==> src/rtl/piso_serial_tx.sv <==
// Parallel-in/serial-out transmitter: takes a word over valid/ready and shifts it out
// one bit per clock with first/last strobes, even parity and a closing done pulse.
module piso_serial_tx #(
    parameter int WIDTH     = 32,
    parameter bit LSB_FIRST = 1'b1
) (
    input  logic             clk,
    input  logic             rst,
    input  logic             load_valid,
    input  logic [WIDTH-1:0] din,
    output logic             load_ready,
    output logic             sout,
    output logic             sout_valid,
    output logic             first,
    output logic             last,
    output logic             parity,
    output logic             done,
    output logic             busy
);

    localparam int CW = $clog2(WIDTH);
    localparam logic [CW-1:0] LAST_IDX = CW'(WIDTH - 1);

    typedef enum logic [1:0] {IDLE, SHIFT, DONE} state_t;

    state_t           state, state_n;
    logic [WIDTH-1:0] shreg, shreg_n;
    logic [CW-1:0]    cnt, cnt_n;
    logic             load_ready_n, sout_n, sout_valid_n, first_n, last_n;
    logic             parity_n, done_n, busy_n;

    // The shift register always presents the next bit to send at its "head" end.
    function automatic logic head(input logic [WIDTH-1:0] w);
        return LSB_FIRST ? w[0] : w[WIDTH-1];
    endfunction

    function automatic logic [WIDTH-1:0] advance(input logic [WIDTH-1:0] w);
        return LSB_FIRST ? (w >> 1) : (w << 1);
    endfunction

    always_comb begin
        state_n      = state;
        shreg_n      = shreg;
        cnt_n        = cnt;
        load_ready_n = load_ready;
        sout_n       = sout;
        sout_valid_n = sout_valid;
        first_n      = first;
        last_n       = last;
        parity_n     = parity;
        done_n       = done;
        busy_n       = busy;

        case (state)
            IDLE: begin
                load_ready_n = 1'b1;
                if (load_valid && load_ready) begin
                    state_n      = SHIFT;
                    shreg_n      = advance(din);
                    cnt_n        = '0;
                    load_ready_n = 1'b0;
                    busy_n       = 1'b1;
                    sout_n       = head(din);
                    sout_valid_n = 1'b1;
                    first_n      = 1'b1;
                    last_n       = 1'b0;
                    parity_n     = ^din;
                    done_n       = 1'b0;
                end
            end
            SHIFT: begin
                load_ready_n = 1'b0;
                busy_n       = 1'b1;
                first_n      = 1'b0;
                if (cnt == LAST_IDX) begin
                    state_n      = DONE;
                    sout_n       = 1'b0;
                    sout_valid_n = 1'b0;
                    last_n       = 1'b0;
                    done_n       = 1'b1;
                end else begin
                    cnt_n        = cnt + 1'b1;
                    sout_n       = head(shreg);
                    shreg_n      = advance(shreg);
                    sout_valid_n = 1'b1;
                    last_n       = ((cnt + 1'b1) == LAST_IDX);
                end
            end
            DONE: begin
                state_n      = IDLE;
                done_n       = 1'b0;
                busy_n       = 1'b0;
                load_ready_n = 1'b1;
            end
            default: state_n = IDLE;
        endcase
    end

    always_ff @(posedge clk) begin
        if (!rst) begin
            state      <= IDLE;
            shreg      <= '0;
            cnt        <= '0;
            load_ready <= 1'b0;
            sout       <= 1'b0;
            sout_valid <= 1'b0;
            first      <= 1'b0;
            last       <= 1'b0;
            parity     <= 1'b0;
            done       <= 1'b0;
            busy       <= 1'b0;
        end else begin
            state      <= state_n;
            shreg      <= shreg_n;
            cnt        <= cnt_n;
            load_ready <= load_ready_n;
            sout       <= sout_n;
            sout_valid <= sout_valid_n;
            first      <= first_n;
            last       <= last_n;
            parity     <= parity_n;
            done       <= done_n;
            busy       <= busy_n;
        end
    end

endmodule
==> config.mk <==
export PLATFORM = sky130hd
export DESIGN_NAME = piso_serial_tx
export DESIGN_NICKNAME = d
export VERILOG_FILES = /design/src/rtl/piso_serial_tx.sv
export SDC_FILE = /design/constraint.sdc
export NUM_CORES = 1
export LEC_CHECK = 0
export CAP_MARGIN = 20
export CORE_UTILIZATION = 30
export DETAILED_ROUTE_END_ITERATION = 10
export PLACE_DENSITY = 0.5
export SYNTH_ARGS = -nofsm -noshare
export SYNTH_HDL_FRONTEND = slang
export SYNTH_SLANG_ARGS = --single-unit
==> constraint.sdc <==
create_clock -name clk -period 3.1 [get_ports clk]
set_input_delay 0.31 -clock clk [delete_from_list [all_inputs] [get_ports clk]]
set_output_delay 0.31 -clock clk [all_outputs]
set_load 0.02 [all_outputs]
==> results of run 1 <==
[synthesized netlist by cell type]
master     n  share of area
dfxtp_1   46           0.37
and2_1     3         0.0076
xor2_1     5          0.018
and3_1     2         0.0051
nor2b_1    5          0.013
a21oi_2    2         0.0071
o221a_2    1         0.0046
mux2i_1   30           0.12
nor3_1     2         0.0041
inv_1      5         0.0076
buf_4      1         0.0030
xnor2_1   28          0.099
a22oi_1    2         0.0061
buf_2      9          0.018
nand2_1   42          0.064
o211a_1   31           0.13
clkbuf_1   5         0.0076
a21boi_1   1         0.0030
nor2_1     7          0.011
a21o_1     1         0.0030
ha_1       9          0.046
nand3_1    2         0.0041
o31ai_1    1         0.0030
or3_1      1         0.0025
a21oi_1    8          0.016
a21boi_0   5          0.015
o21ai_0    6          0.012
[path summary, 6_finish.rpt]
kind	from	to	slack [ns]
setup / recovery	cnt[0]$_SDFFE_PN0P_	cnt[2]$_SDFFE_PN0P_	1.14
hold / removal	sout_valid$_SDFFE_PN0P_	sout_valid$_SDFFE_PN0P_	0.47
setup reg to reg	cnt[0]$_SDFFE_PN0P_	cnt[2]$_SDFFE_PN0P_	1.14
hold reg to reg	sout_valid$_SDFFE_PN0P_	sout_valid$_SDFFE_PN0P_	0.47
[sequential cells by signal (all words and copies together) (netlist names)]
name,count
busy,1
cnt,5
done,1
first,1
last,1
load_ready,1
parity,1
shreg,31
sout,1
sout_valid,1
state,2
[report_power, final]
group	total, uW	internal (uW)	switching, uW
sequential	863	766	96.9
combinational	1070	510	562
clock	383	180	202
[per-stage QoR]
| stage | hold slack [ns] | area, sq um | utilization | worst slack [ns] | cells |
|---|---|---|---|---|---|
| final | 0.4747 | 3083 | 0.3929 | 1.141 | 400 |
| after CTS | 0.4765 | 3083 | 0.3929 | 1.119 | 400 |
| after global placement | 0.4678 | 2992 | 0.3812 | 1.059 | 392 |
| after floorplan | 0.4478 | 2470 | - | 1.354 | 260 |
| after detailed placement | 0.4635 | 2992 | 0.3812 | 1.045 | 392 |
| after global routing | 0.5143 | 3083 | 0.3929 | 0.9594 | 400 |
[final cells by class]
| cell class | count | area, sq um | share of cell area |
|---|---|---|---|
| multi-input combinational | 194 | 1469 | 0.4765 |
| tap | 102 | 127.6 | 0.04140 |
| sequential | 46 | 920.9 | 0.2987 |
| inverter | 5 | 18.77 | 0.006088 |
| clock buffer | 7 | 86.33 | 0.02800 |
| clock inverter | 1 | 5.005 | 0.001623 |
| timing repair buffer | 45 | 455.4 | 0.1477 |
[worst register-to-register path, cell delays in order, from the launching register on]
cell and delay [ns]:
dfxtp_1 0.35, ha_1 0.25, and3_1 0.19, ha_1 0.26
a21oi_4 0.19, buf_12 0.26, o21ai_0 0.15, a21oi_1 0.15
nor2b_1 0.05
[metal layers]
| metal | vias up | GRT usage | wire length, um | share of wire |
|---|---|---|---|---|
| li1 | 975 | - | - | - |
| met1 | 855 | 0.1506 | 2393 | 0.49 |
| met2 | 34 | 0.1969 | 2247 | 0.46 |
| met3 | 5 | 0.03777 | 218 | 0.044 |
| met4 | 0 | 0.03462 | 52 | 0.011 |
| met5 | - | 0 | 0 | 0 |
[logic make-up (layout without fill, tap and decap cells)]
logic type,count (synthesis),in the layout,share of synthesized area
AND/OR/NAND/NOR,64,64,0.1104
AO/OA/AOI/OAI,58,58,0.1961
flip-flops,46,46,0.3728
XOR/XNOR,33,33,0.1170
multiplexers,30,30,0.1216
buffers and inverters,20,58,0.03648
adder cells (fa/ha/maj),9,9,0.04559
==> summary.md, run 1 <==
| Metric | Value |
|---|---|
| Max-cap violations | `0` |
| Commonest non-fill, non-tap cell in the layout | `dfxtp_1` |
| Clock Path Buffers | `2` |
| Starting DRT DRC Count | `roughly 60` |
| Hold_buf cts | `0` |
| Top Ports | `43` |
| Setup Buffers After CTS | `0` |
| Nets | `about 340` |
| RSZ-0062 raised after global routing | `no` |
| Area grow syn2layout | `24.82%` |
| Slowest CP cell | `dfxtp_1` |
| DIE WIDTH | `between 90 and 100 um` |
| Slew @ Worst Pin | `0.5320 ns` |
| Post-Synthesis Cells | `260` |
| Worst EP arrival | `about 2.2 ns` |
| Fin. Hold Viols | `0` |
| Register bit total from synthesis | `46` |
| Pin count of the biggest net entering global routing | `63` |
| I/O Buffers | `42` |
| Min-Delay Path Class | `register to register` |
| Die footprint | `between 0.008 and 0.009 sq mm` |
| Worst-Skew Late Latency | `roughly 0.30 ns` |
| WL per Instance | `~12 um` |
| Overall power | `2317 uW` |
| Setup TNS | `0 ns` |
| GPL Wtd Cong | `slightly above 0.7` |
| First-pass GRT wire length | `8086 um` |
| CP dominant cell by count | `ha_1` |
| CP Capture Type | `register` |
| CP max stage delay | `roughly 0.35 ns` |
| Fmax | `between 0.5 and 0.6 GHz` |
| Slew Viols, Final | `0` |
| CTS tree | `built` |
| Cell chain of the critical path | `ha_1 -> and3_1 -> ha_1 -> a21oi_4 -> buf_12 -> o21ai_0 -> a21oi_1 -> nor2b_1` |
| Antenna diode count | `0` |
| Core ar. | `~0.008 sq mm` |
| Vias in the first global route | `roughly 1800` |
| Req. time, crit path | `3.30 ns` |
| Distinct cells, synth | `27` |
| Leak Pwr | `0.001409 uW` |
| Peak VDD IR | `approximately 0.00035 V` |
| Die Height | `92.74 um` |
| Most frequent cells in the layout | `dfxtp_1, nand2_1, clkdlybuf4s50_1, o211a_1, mux2i_1` |
| Sequential-to-total area share from yosys stat | `0.3728` |
| Root Driver | `clkbuf_8` |
| Cell Pwr Density | `roughly 750 mW/mm^2` |
| FP Rows | `32` |
| Avg Synthesized Cell Area | `around 9.5 sq um` |
| Final Critical Period | `1.959 ns` |
| CTS sink count | `between 40 and 50` |
| Antenna Nets Post-Route | `0` |
| Worst reg2reg path depth | `8` |
| H-tree levels | `2` |
| Fill cells | `about 820` |
| Synth Cell Area | `roughly 0.0025 sq mm` |
| DR pass1 iterations | `4` |
| WS Path Type | `register to register` |
| Final critical-path share of the clock period | `0.6321` |
| Initial core utilization | `0.3147` |
| Final setup violation count | `0` |
| Initial antenna violation count | `0` |
| Gr usage total | `0.1200` |
| Drt drc | `0` |
| Clock Skew | `0.003742 ns` |
| DP HPWL | `~3400 um` |
| Bufs and invs on worst path | `1` |
| Synth warn | `0` |
| CP top delay family | `adder cells` |
| Clk slew on worst S/H paths | `approximately 0.080 ns` |
| Post-Syn Nets | `between 300 and 400` |
| Final wirelength | `approximately 5000 um` |
| Slew Limit Headroom | `0.6446` |
| Grt total ovfl | `0` |
| CP max FO | `62` |
| Critical path depth in cells | `8` |
| Fraction of layout cells with a size suffix above 1 | `0.04698` |
| Vias | `1869` |
| Routed vias/inst | `around 4.7` |
| Critical path launch point type | `register` |
| Num CTS Buffers | `5` |
| Hold-critical path depth | `2` |
| Outcome | `completed` |
| Post-cts sizing count | `0` |
Note: power is estimated with default switching activity, not from simulation.
==> inputs of run 2 (changes only) <==
PLACE_DENSITY = 0.52   (was 0.5)
clock period = 1.7 ns   (was 3.1 ns; I/O delays follow)
==> run 2 against run 1 <==
Effect of this change: final cell count rose by 5.8%; clock skew grew 0.0090 ns; via count grew 7.9%.
==> summary.md, run 2 (synthesis results as in run 1) <==
| Metric | Value |
|---|---|
| Clk slew on worst S/H paths | `~0.09 ns` |
| H-tree levels | `2` |
| Most frequent cells in the layout | `dfxtp_1, nand2_1, clkdlybuf4s50_1, o211a_1, mux2i_1` |
| Root Driver | `clkbuf_8` |
| Top Registers | `shreg: 31 flops, cnt: 5 flops, state: 2 flops` |
| Pin count of the biggest net entering global routing | `47` |
| Vias | `2016` |
| Drt drc | `0` |
| Multi-input logic area | `0.001521 sq mm` |
| Worst EP arrival | `1.90 ns` |
| Top Ports | `43` |
| Max-cap violations | `0` |
| Slew Limit Headroom | `0.8160` |
| GPL Wtd Cong | `0.7300` |
| Slew Viols, Final | `0` |
| Fin. Hold Viols | `0` |
| Final wirelength | `~5600 um` |
| Dpl ws | `-0.05790 ns` |
| Commonest non-fill, non-tap cell in the layout | `dfxtp_1` |
| FF-to-FF Start | `cnt[0]$_SDFFE_PN0P_` |
| Vias in the first global route | `about 2000` |
| Fmax | `0.6033 GHz` |
| I/O Buffers | `42` |
| Overall power | `between 5000 and 6000 uW` |
| Setup TNS | `0 ns` |
| Antenna Nets Post-Route | `0` |
| Register area | `~900 sq um` |
| First-pass GRT wire length | `about 9000 um` |
| Max FFs per register | `31` |
| Fraction of layout cells with a size suffix above 1 | `0.1558` |
| Routed vias/inst | `between 4 and 5` |
| FF-to-FF End | `cnt[2]$_SDFFE_PN0P_` |
| Nets | `364` |
| Gr usage total | `0.1331` |
| CTS tree | `built` |
| Final Cell Area | `approximately 0.0034 sq mm` |
| Clock Skew | `roughly 0.013 ns` |
| Req. time, crit path | `1.94 ns` |
| Worst Min Path Start | `sout$_SDFFE_PN0P_` |
| Core ar. | `approximately 0.008 sq mm` |
| Initial antenna violation count | `0` |
| Clock Path Buffers | `2` |
| Antenna diode count | `0` |
| Peak VDD IR | `approximately 0.0005 V` |
| Fill cells | `between 800 and 900` |
| Final setup violation count | `0` |
| Area grow syn2layout | `39.62%` |
| Hold Path Sink | `sout$_SDFFE_PN0P_` |
| Hold-critical path depth | `2` |
| DR pass1 iterations | `4` |
| Hold_buf cts | `0` |
| Grt total ovfl | `0` |
| Slew @ Worst Pin | `between 0.2 and 0.3 ns` |
| Most flops, register | `shreg` |
| CTS sink count | `46` |
| Final critical-path share of the clock period | `0.9750` |
| Die Height | `92.74 um` |
| CP Capture Type | `register` |
| Placed inst area | `about 0.0032 sq mm` |
| Worst-Skew Late Latency | `0.31 ns` |
| FP Rows | `32` |
| Final Core Density | `0.4394` |
| Final Critical Period | `1.658 ns` |
| Reg2Reg Setup Slack | `between 0.04 and 0.05 ns` |
| Critical path launch point type | `register` |
| Num CTS Buffers | `5` |
| Die footprint | `approximately 0.0086 sq mm` |
| Leak Pwr | `0.001569 uW` |
| WL per Instance | `approximately 13 um` |
| WS Path Type | `register to register` |
| Starting DRT DRC Count | `a little under 50` |
| Initial core utilization | `0.3147` |
| Final worst slack | `0.04250 ns` |
| Min-Delay Path Class | `register to register` |
| DP HPWL | `between 3000 and 4000 um` |
| Worst reg2reg path depth | `7` |
| Outcome | `completed` |
| Cell Pwr Density | `around 1500 mW/mm^2` |
| DIE WIDTH | `slightly above 90 um` |
| CP max FO | `5` |
==> run 2: repair_timing <==
| action | CTS | global route |
|---|---|---|
| setup endpoints to repair | 13 | 38 |
| pin swaps | 1 | 3 |
| resized for setup | 5 | 9 |
| endpoints found under the hold margin | 0 | 0 |
| cloned | 0 | 2 |
| setup buffers | 0 | 1 |
==> run 2: cell type report <==
| type | instances | area share |
|---|---|---|
| inverter | 5 | 0.005443 |
| clock buffer | 6 | 0.02395 |
| multi-input combinational | 194 | 0.4412 |
| clock inverter | 2 | 0.01742 |
| sequential | 46 | 0.2681 |
| timing repair buffer | 68 | 0.2068 |
| tap | 102 | 0.03701 |
==> run 2: worst max path at each step <==
stage	startpoint	end	slack, ns	cells past startpoint
finish	cnt[0]$_SDFFE_PN0P_	cnt[2]$_SDFFE_PN0P_	0.04	7
global route	cnt[0]$_SDFFE_PN0P_	cnt[3]$_SDFFE_PN0P_	-0.01	7
CTS	cnt[1]$_SDFFE_PN0P_	cnt[3]$_SDFFE_PN0P_	0.02	7
detailed placement	din[24]	parity$_SDFFE_PN0P_	-0.06	7
global placement	din[31]	parity$_SDFFE_PN0P_	-0.08	7
floorplan	cnt[0]$_SDFFE_PN0P_	cnt[2]$_SDFFE_PN0P_	0.01	7
==> run 2: power breakdown <==
group          switching [uW]  internal, uW
clock                     398           627
sequential                176          1400
combinational            1170          1300
total                    1740          3330
==> run 2: critical path, cell delays in order, from the launching register on <==
cell	delay (ns)
dfxtp_2	0.33
ha_2	0.18
and3_4	0.19
ha_4	0.18
or3_4	0.40
o21ai_1	0.13
a21oi_1	0.08
nor2b_1	0.11
==> run 2: per-layer routing <==
layer,part of all wire,GRT usage,up-vias
met5,0,0,-
met4,0.011,0.04231,0
met3,0.043,0.03530,6
met2,0.46,0.2253,39
met1,0.48,0.1638,946
li1,-,-,1025
==> run 2: stage by stage <==
stage,instances,hold slack (ns)
final,423,0.4628
after global routing,423,0.4900
after CTS,420,0.4682
after detailed placement,412,0.4574
after global placement,412,0.4492
after floorplan,260,0.3407
